$ cat config.mk
export PLATFORM = sky130hd
export DESIGN_NAME = imm_extend_stage
export DESIGN_NICKNAME = d
export VERILOG_FILES = /design/src/rtl/imm_extend_stage_pkg.sv /design/src/rtl/imm_extend_core.sv /design/src/rtl/imm_extend_stage.sv
export SDC_FILE = /design/constraint.sdc
export NUM_CORES = 1
export LEC_CHECK = 0
export ABC_CLOCK_PERIOD_IN_PS = 2300
export BUFFER_PORTS_ARGS = -buffer_cell sky130_fd_sc_hd__buf_2
export CAP_MARGIN = 20
export CORE_MARGIN = 2
export CORE_UTILIZATION = 48
export CTS_CLUSTER_DIAMETER = 60
export DETAILED_ROUTE_END_ITERATION = 7
export PLACE_DENSITY = 0.69
export RECOVER_POWER = 25
export SLEW_MARGIN = 20
export SYNTH_ARGS = -nofsm -noshare
export SYNTH_HDL_FRONTEND = slang
export SYNTH_HIERARCHICAL = 1
export SYNTH_SLANG_ARGS = --single-unit
$ cat constraint.sdc
create_clock -name clk -period 2.3 [get_ports clk]
set_input_delay 0.115 -clock clk [delete_from_list [all_inputs] [get_ports clk]]
set_output_delay 0.115 -clock clk [all_outputs]
set_load 0.01 [all_outputs]
$ cat src/rtl/imm_extend_stage_pkg.sv
// Shared constants for the immediate-extension stage: mode encodings and widths.
package imm_extend_stage_pkg;

  localparam int MODE_W = 2;

  localparam logic [MODE_W-1:0] EXT_SIGN   = 2'b00;
  localparam logic [MODE_W-1:0] EXT_ZERO   = 2'b01;
  localparam logic [MODE_W-1:0] EXT_UPPER  = 2'b10;
  localparam logic [MODE_W-1:0] EXT_BRANCH = 2'b11;

endpackage

$ cat src/rtl/imm_extend_core.sv
// Combinational immediate extender: raw immediate + mode -> OUT_WIDTH result.
module imm_extend_core
  import imm_extend_stage_pkg::*;
#(
  parameter int IN_WIDTH  = 16,
  parameter int OUT_WIDTH = 32
) (
  input  logic [IN_WIDTH-1:0]  imm,
  input  logic [MODE_W-1:0]    mode,
  output logic [OUT_WIDTH-1:0] data
);

  localparam int E = OUT_WIDTH - IN_WIDTH;

  // Branch mode needs two spare bits above the immediate for the <<2.
  if (IN_WIDTH < 2) begin : g_bad_in_width
    $error("imm_extend_core: IN_WIDTH must be >= 2");
  end
  if (OUT_WIDTH < IN_WIDTH + 2) begin : g_bad_out_width
    $error("imm_extend_core: OUT_WIDTH must be >= IN_WIDTH+2");
  end

  logic [OUT_WIDTH-1:0] sign_ext;
  logic [OUT_WIDTH-1:0] zero_ext;
  logic [OUT_WIDTH-1:0] upper_ext;
  logic [OUT_WIDTH-1:0] branch_ext;

  assign sign_ext   = {{E{imm[IN_WIDTH-1]}}, imm};
  assign zero_ext   = {{E{1'b0}}, imm};
  assign upper_ext  = {imm, {E{1'b0}}};
  // Word-offset to byte-offset: top two sign bits fall off the end.
  assign branch_ext = {sign_ext[OUT_WIDTH-3:0], 2'b00};

  // Select the extension flavour for the requested mode.
  always_comb begin
    data = sign_ext;
    case (mode)
      EXT_SIGN:   data = sign_ext;
      EXT_ZERO:   data = zero_ext;
      EXT_UPPER:  data = upper_ext;
      EXT_BRANCH: data = branch_ext;
      default:    data = sign_ext;
    endcase
  end

endmodule

$ cat src/rtl/imm_extend_stage.sv
// Registered immediate-extension stage with valid/ready on both sides.
// A main entry drives the output; a skid entry absorbs one extra beat so that
// in_ready depends only on registered state and never on out_ready.
module imm_extend_stage
  import imm_extend_stage_pkg::*;
#(
  parameter int IN_WIDTH  = 16,
  parameter int OUT_WIDTH = 32
) (
  input  logic                 clk,
  input  logic                 rst,
  input  logic                 flush,
  input  logic                 in_valid,
  output logic                 in_ready,
  input  logic [IN_WIDTH-1:0]  in_imm,
  input  logic [MODE_W-1:0]    in_mode,
  output logic                 out_valid,
  input  logic                 out_ready,
  output logic [OUT_WIDTH-1:0] out_data
);

  logic                 main_valid;
  logic [OUT_WIDTH-1:0] main_data;
  logic                 skid_valid;
  logic [OUT_WIDTH-1:0] skid_data;
  logic [OUT_WIDTH-1:0] ext_data;
  logic                 accept;
  logic                 xfer;

  // Extension happens on the way in; only extended data is stored.
  imm_extend_core #(
    .IN_WIDTH  (IN_WIDTH),
    .OUT_WIDTH (OUT_WIDTH)
  ) u_core (
    .imm  (in_imm),
    .mode (in_mode),
    .data (ext_data)
  );

  assign in_ready  = !skid_valid && !rst;
  assign out_valid = main_valid;
  assign out_data  = main_data;

  // Flush wins over a same-cycle accept, so the beat is dropped.
  assign accept = in_valid && in_ready && !flush;
  assign xfer   = main_valid && out_ready;

  // Main/skid occupancy update; strict FIFO order between the two entries.
  always_ff @(posedge clk) begin
    if (rst) begin
      main_valid <= 1'b0;
      main_data  <= '0;
      skid_valid <= 1'b0;
      skid_data  <= '0;
    end else if (flush) begin
      // Data registers keep their contents; only occupancy is cleared.
      main_valid <= 1'b0;
      skid_valid <= 1'b0;
    end else if (!main_valid || xfer) begin
      if (skid_valid) begin
        // Older skid beat moves up; in_ready was 0 so nothing new arrives.
        main_valid <= 1'b1;
        main_data  <= skid_data;
        skid_valid <= 1'b0;
      end else if (accept) begin
        main_valid <= 1'b1;
        main_data  <= ext_data;
      end else begin
        main_valid <= 1'b0;
      end
    end else if (accept) begin
      // Main stalled: park the new beat in the skid entry.
      skid_valid <= 1'b1;
      skid_data  <= ext_data;
    end
  end

endmodule

## Word-level counts from Yosys, hierarchy flattened

Index checks and enable logic that the tools add are counted.

| operators by class | value |
|---|---|
| multiplexer cells | 5 |
| bitwise gates (word level) | 2 |
| reduce and logical (&&, ||, !) cells | 15 |
| equal/unequal tests | 3 |

Operator list:

| cell | count |
|---|---|
| case mux 32 bit (4 select lines) | 1 |
| two-way mux 32 bit | 2 |
| AND reduction 3 bit | 2 |
| equality test 2 bit (second input constant) | 2 |
| logical AND 1 bit | 4 |
| zero test 1 bit | 4 |
| OR reduction 3 bit | 1 |
| equality test 2 x 1 -> 1 bit (second input constant) | 1 |
| zero test 2 bit | 1 |
| two-way mux 1 bit | 2 |
| NOT 1 bit | 2 |
| nonzero test 2 bit | 1 |
| OR reduction 2 bit | 1 |
| logical OR 1 bit | 1 |

| storage, ports and cells | value |
|---|---|
| input port bits | 23 |
| output and inout bits | 34 |
| word-level logic and storage cells | 29 |
| bits in registers | 66 |

## Depth between registers and ports, before layout

Gate-level depths: netlist (run 1).

| logic depth | value |
|---|---|
| depth after elaboration | 6 |
| gate-level depth with buffers | 7 |
| mapped depth without buffers | 5 |

## Cells and area by module

The synthesis (run 1) kept the hierarchy.

Modules (own cells, without submodules):

| module | sequential area each (um2) | instances | area an instance (um2) | cells an instance |
|---|---|---|---|---|
| imm_extend_stage | 1321.3 | 1 | 3091.7 | 333 |
| imm_extend_core | 0.0 | 1 | 511.7 | 60 |

## Least setup slack after synthesis (run 1)

OpenSTA, ideal clock, no wires.

| timing | value |
|---|---|
| path type | flip-flop to flip-flop |
| from | register main_valid (netlist: out_valid) |
| to | register skid_data[22] |
| setup time | 0.132 ns |
| arrival time | 1.242 ns |
| cell stages (with the launch flop) | 5 |
| path slack | 0.925 ns |
| period minus slack after synthesis | 1.375 ns |
| path buffers | 1 |
| required time | 2.168 ns |
| path through | dfxtp_1 -> or4b_4 -> buf_6 -> o21ai_1 -> a21oi_1 |

| between the ends | value |
|---|---|
| word-level cells in the longest chain between the ends | 4 |
| elaborated cells on any way between the ends | 5 |
| classes of those cells | 1 x bitwise; 4 x reduce/logical |

RTL lines:

| item | RTL line | RTL |
|---|---|---|
| from (decl) | imm_extend_stage.sv:22 | `logic main_valid;` |
| from (signal assigned) | imm_extend_stage.sv:51 | `main_valid <= 1'b0;` |
| from (signal assigned) | imm_extend_stage.sv:57 | `main_valid <= 1'b0;` |
| from (signal assigned) | imm_extend_stage.sv:62 | `main_valid <= 1'b1;` |
| zero test 1 bit / logical AND 1 bit (equally long branches) | imm_extend_stage.sv:59, imm_extend_stage.sv:46 |  |
| logical OR 1 bit * | imm_extend_stage.sv:59 | `end else if (!main_valid \|\| xfer) begin` |
| NOT 1 bit (no line) * | -- |  |
| AND reduction 3 bit (no line) * | -- |  |
| to (signal assigned) | imm_extend_stage.sv:74 | `skid_data <= ext_data;` |
| to (decl) | imm_extend_stage.sv:25 | `logic [OUT_WIDTH-1:0] skid_data;` |

Mark *: on every way between the ends. The rest lies on a longest branch, timed or not.
A chain may end at the register's enable or synchronous reset.

## Worst setup path in the final report (run 1)

| timing | value |
|---|---|
| from | register skid_valid |
| to | register skid_data[0] |

| between the ends | value |
|---|---|
| word-level cells in the longest chain between the ends | 5 |

RTL lines:

| item | RTL line | RTL |
|---|---|---|
| from (decl) | imm_extend_stage.sv:24 | `logic skid_valid;` |
| from (signal assigned) | imm_extend_stage.sv:53 | `skid_valid <= 1'b0;` |
| from (signal assigned) | imm_extend_stage.sv:58 | `skid_valid <= 1'b0;` |
| from (signal assigned) | imm_extend_stage.sv:64 | `skid_valid <= 1'b0;` |
| zero test 1 bit | imm_extend_stage.sv:40 | `assign in_ready = !skid_valid && !rst;` |
| logical AND 1 bit | imm_extend_stage.sv:40 |  |
| logical AND 1 bit (2 in series) | imm_extend_stage.sv:45 | `assign accept = in_valid && in_ready && !flush;` |
| AND reduction 3 bit (no line) | -- |  |

No other way between the ends.

==> impl_results.md, run 1 <==
* Status: finished clean
* Buffers on Ports at 56
* Initial antenna violation count at 0
* Final wirelength at 8220 µm
* Gpl congestion at 0.840
* Critical path class: reg2reg
* Slowest CP cell: dfxtp_2
* Share of layout cells above drive strength 1 at 0.222
* Critical path's top delay family: buffers and inverters
* CP Capture Type: flip-flop
* HPWL Detailed at 5140 µm
* Global-route wire length before repair at 13300 µm
* VDD IR max at 0.338 mV
* Clk slew on worst S/H paths at 0.07 ns
* CTS H-Tree Depth at 3
* Cell Rows at 31
* Finished Core Util at 0.552
* Via count at 2939
* Via density at 5.52
* Buf+Inv Stages, Crit Path at 2
* Avg Synthesized Cell Area at 9.17 µm²
* Slew headroom at 0.554
* Fill cell count at 698
* # IOs at 57
* First DRT Iteration DRCs at 217
* Fin crit share at 0.724
* Largest net degree at the start of global routing at 68
* Data required, critical path at 2.57 ns
* Clk sinks at 66
* Max Transition Viols Final at 0
* Crit path largest cell delay at 0.54 ns
* Mapped Area at 3600 µm²
* Top_reg_cell synth: dfxtp_1
* Worst Hold Class: in2reg
* Remaining antenna violation count at 0
* Final TNS setup at 0 ns
* Crit path DAT at 1.94 ns
* Register area share after synthesis at 0.367
* Hold Fails Final Rpt at 0
* Routed wire per std cell at approximately 15 µm
* Startpoint types: flip-flop
* Synthesis-stage register bit count at 66
* Root Buffer: clkbuf_8
* Cell variety after synth at 32
* Synth warn at 6
* Die width at just over 90 µm
* Count of cells resized by post-cts repair at 0
* Initial Utilization at 0.497
* Die area at ~8200 µm²
* Synthesis-to-layout area growth at 11.1%
* Total track usage at 0.200
* Max frequency at 600 MHz
* Pwr/cell area at 655 nW/µm²
* Static Leakage at 1.51 nW
* Crit path cell chain: buf_12 -> nand2b_1 -> buf_4 -> o21ai_0 -> a21oi_1
* Syn nets at 416
* Clock Skew at 0.00810 ns
* Vias in the first global route at roughly 2600
* Clock buffer depth at 2
* Post-synthesis async set-or-reset flop share at 0
* Final setup viols at 0
* Die height at just over 90 µm
* TritonCTS Buffers at 9
* First-pass detailed-route iteration total at 5
* Nets@finish at 451
* Core Box Area at 7250 µm²
* Top fanout value on the critical path at 32
* Worst skew pair latency at 0.34 ns
* RSZ-0062 raised after global routing: no
* Grt ovf at 0
* Worst-margin pin slew at roughly 0.67 ns
* Residual DRC at 0
* Post-Synthesis Cells at 393
* Max-cap violations at 0
* CTS tree: built
* Post-synth EDFFs at 0
* Inserted Diodes at 0
* Tmin final at 1.67 ns
==> placed cells by master, fill, tap and decap left out, types with 6 or more instances in the layout <==
cell,n
dfxtp_1,65
mux2i_1,47
o21ai_1,36
nor2_1,35
nor2b_1,33
nand3_1,33
a21oi_1,32
buf_2,31
mux2_2,29
clkbuf_1,25
clkbuf_8,12
a22o_1,11
o21ai_0,10
buf_4,6
==> worst paths after layout <==
kind | start | endpoint | slack, ns | depth (start not counted)
setup / recovery | skid_valid | skid_data[0] | 0.63 | 5
hold / removal | in_valid | skid_valid | 0.03 | 3
setup reg to reg | skid_valid | skid_data[0] | 0.63 | 5
hold reg to reg | skid_data[31] | skid_data[31] | 0.48 | 2
==> power by group <==
| group | switching (mW) | leakage (nW) | internal [mW] |
|---|---|---|---|
| logic | 0.186 | 0.862 | 0.118 |
| clock network | 0.450 | 0.119 | 0.698 |
| registers | 0.00912 | 0.534 | 1.16 |
| total | 0.646 | 1.51 | 1.98 |
==> cell families after synthesis <==
logic type             synth area share
AO/OA/AOI/OAI                     0.153
buffers and inverters            0.0819
flip-flops                        0.367
multiplexers                      0.231
AND/OR/NAND/NOR                   0.167
==> registers in the layout, summed over array words and instances (netlist names) <==
name,cells
skid_valid,1
skid_data,32
out_valid,1
out_data,32
==> repair_timing <==
item	4_1_cts	5_1_grt
hold endpoints to repair	1	0
buffers inserted	0	0
hold buffers	1	0
==> layer usage <==
layer,vias to the layer above,track usage,wire length [µm]
met1,1399,0.285,4020
met4,0,0.0923,152
li1,1446,-,-
met5,-,0,0
met2,81,0.298,3690
met3,13,0.0309,356
==> worst reg2reg max path, stage by stage, from the launching register on <==
cell	delay (ns)
dfxtp_2	0.54
buf_12	0.28
nand2b_1	0.15
buf_4	0.35
o21ai_0	0.14
a21oi_1	0.15
==> through the flow <==
step                      setup slack, ns  area [µm²]  cells  power (mW)  hold WS [ns]
after floorplan                     0.925        3600    393        1.42         0.188
after global placement              0.515        3790    515        1.50         0.355
after detailed placement            0.489        3790    515        1.50         0.373
after CTS                           0.635        4040    532        2.65        0.0215
after global routing                0.472        4010    532        2.72        0.0799
final                               0.635        4010    532        2.62        0.0344
==> cell usage after synthesis (4+ instances only) <==
cell type  instances  share of area
a21oi_1           32          0.044
a22o_1            11          0.027
buf_2              8          0.011
buf_4              4         0.0083
buf_6             10          0.031
clkbuf_1          13          0.014
dfxtp_1           66           0.37
mux2_2            29          0.091
mux2i_1           47           0.13
nand3_1           33          0.046
nor2_1            35          0.036
nor2b_1           34          0.059
o21ai_0           10          0.014
o21ai_1           36          0.050
==> area by class of cell <==
type / count / area, µm² / share of cell area
Multi-Input combinational cell: 285 / 1990 / 0.497
Sequential cell: 66 / 1320 / 0.330
Timing Repair Buffer: 64 / 324 / 0.0809
Clock buffer: 12 / 165 / 0.0412
Tap cell: 99 / 124 / 0.0309
Clock inverter: 4 / 72.6 / 0.0181
Inverter: 2 / 7.51 / 0.00187
(Power assumes the default switching activity.)
==> run 2: changes to the inputs <==
--- a/config.mk
+++ b/config.mk
@@ -5,7 +5,7 @@
 export SDC_FILE = /design/constraint.sdc
 export NUM_CORES = 1
 export LEC_CHECK = 0
-export ABC_CLOCK_PERIOD_IN_PS = 2300
+export ABC_CLOCK_PERIOD_IN_PS = 1600
 export BUFFER_PORTS_ARGS = -buffer_cell sky130_fd_sc_hd__buf_2
 export CAP_MARGIN = 20
 export CORE_MARGIN = 2
==> constraint.sdc (replaced) <==
create_clock -name clk -period 1.6 [get_ports clk]
set_input_delay 0.08 -clock clk [delete_from_list [all_inputs] [get_ports clk]]
set_output_delay 0.08 -clock clk [all_outputs]
set_load 0.01 [all_outputs]
==> impl_results.md, run 2 (synthesized netlist as in run 1, its figures left out) <==
* Residual DRC at 0
* CTS H-Tree Depth at 3
* Initial Utilization at 0.497
* Status: finished clean
* Tmin final at around 1.6 ns
* Synthesis-to-layout area growth at 13.7%
* Worst-margin pin slew at 0.615 ns
* HPWL Detailed at about 5000 µm
* Clock buffer depth at 2
* RSZ-0062 raised after global routing: yes
* Sw Ratio at 0.251
* Worst Hold Class: in2reg
* Cell Rows at 31
* Data required, critical path at 1.82 ns
* Cell Int Power at 2.74 mW
* Routed wire per std cell at 14.5 µm
* Buffers on Ports at 56
* Inserted Diodes at 0
* Share of layout cells above drive strength 1 at 0.233
* Critical path class: in2reg
* Largest net degree at the start of global routing at 65
* Static Leakage at about 1.6 nW
* TritonCTS Buffers at 9
* Setup Fix Bufs, Post-CTS at 0
* Clk slew on worst S/H paths at 0.07 ns
* Clock Power Share at 0.414
* Die area at about 8000 µm²
* VDD IR max at 0.482 mV
* Finished Layout Cells at 537
* Most common cell after layout, fill and taps aside: dfxtp_1
* Max Transition Viols Final at 0
* Vias in the first global route at 2810
* Nets@finish at 456
* WL met1 at 3690 µm
* CTS tree: built
* Final TNS setup at 0 ns
* Slowest CP cell: or4b_4
* Met2 wire length at about 3600 µm
* Total track usage at 0.195
* Placed inst area at 3890 µm²
* Max frequency at approximately 640 MHz
* Most frequent cells in the layout: 65 x dfxtp_1, 47 x mux2i_1, 37 x o21ai_1
* Top fanout value on the critical path at 33
* Post-route cell area at 4100 µm²
* First-pass detailed-route iteration total at 4
* Global-route wire length before repair at approximately 13000 µm
* Core Box Area at 7250 µm²
* Startpoint types: input pin
* Sw Pwr at 917 µW
* Remaining antenna violation count at 0
* Clk sinks at 66
* First DRT Iteration DRCs at ~140
* Placed Cells at 519
* Clock Skew at 0.00950 ns
* Die width at 90.6 µm
* Slew headroom at 0.590
* Root Buffer: clkbuf_8
* Gpl congestion at 0.854
* Part of the power in registers at 0.460
* Via count at 2947
* Max-cap violations at 0
* # IOs at 57
* Worst skew pair latency at 0.34 ns
* Max Used Layer: met4
* Crit path DAT at 1.78 ns
* Die height at 90.6 µm
* Tot Pwr at 3.65 mW
* CP Capture Type: flip-flop
* Final setup viols at 0
* Crit path largest cell delay at 0.69 ns
* Via density at approximately 5.5
* Buf+Inv Stages, Crit Path at 2
* Final wirelength at approximately 8000 µm
* Hold Fails Final Rpt at 0
* WL met3 at 399 µm
* Comb pwr share at 0.126
* Critical path's top delay family: simple AND/OR/NAND/NOR gates
* Grt ovf at 0
* Crit path cell chain: dlygate4sd3_1 -> buf_2 -> or4b_4 -> o21ai_0 -> a21oi_1
* Pwr/cell area at 892 nW/µm²
* Fin crit share at 0.976
* Initial antenna violation count at 0
==> run 2: cell count changes in the layout (fill, tap and decap cells not counted), sizes merged <==
cell / before / now
buf: 38 / 46
clkbuf: 37 / 32
clkinv: 1 / 3
clkinvlp: 1 / 0
dlygate4sd3: 1 / 2
==> run 2: final timing paths <==
kind	depth (start not counted)	endpoint	from	slack, ns
min	3	out_valid	out_ready	0.15
max	5	skid_data[0]	flush	0.04
max reg2reg	3	skid_data[0]	out_valid	0.10
min reg2reg	2	skid_data[23]	skid_data[23]	0.48
==> run 2: power groups by stage <==
stage / clock [mW] / combinational, mW / sequential [mW]
finish: 1.51 / 0.461 / 1.68
global route: 1.61 / 0.507 / 1.68
CTS: 1.56 / 0.464 / 1.68
detailed placement: 0 / 0.458 / 1.72
global placement: 0 / 0.453 / 1.72
floorplan: 0 / 0.315 / 1.73
==> run 2: repair_timing <==
item	CTS	global route
setup endpoints to repair	0	26
hold buffers	2	0
gates resized for setup	0	1
hold endpoints to repair	2	0
==> run 2: layout make-up <==
type / instances / area [µm²]
sequential: 66 / 1320
clock buffer: 11 / 131
fill: 683 / 3160
clock inverter: 5 / 78.8
tap: 99 / 124
multi-input combinational: 285 / 1990
inverter: 2 / 7.51
timing repair buffer: 69 / 444
==> run 2: per-stage QoR <==
stage,worst slack [ns],hold WS (ns),utilization
4_1_cts,0.0229,0.132,0.569
2_1_floorplan,0.225,0.153,-
3_5_place_dp,0.114,0.332,0.537
3_3_place_gp,0.128,0.325,0.537
6_report,0.0377,0.146,0.565
5_1_grt,-0.0165,0.156,0.565
==> run 2: worst register-to-register path, stage by stage (launching register included) <==
cell	delay, ns
dfxtp_1	0.37
or4b_4	0.69
o21ai_0	0.24
a21oi_1	0.08
==> run 2: routing by layer <==
| layer | vias up | GRT usage |
|---|---|---|
| met2 | 96 | 0.302 |
| met4 | 0 | 0.0808 |
| met3 | 13 | 0.0451 |
| met1 | 1372 | 0.263 |
| met5 | - | 0 |
| li1 | 1466 | - |
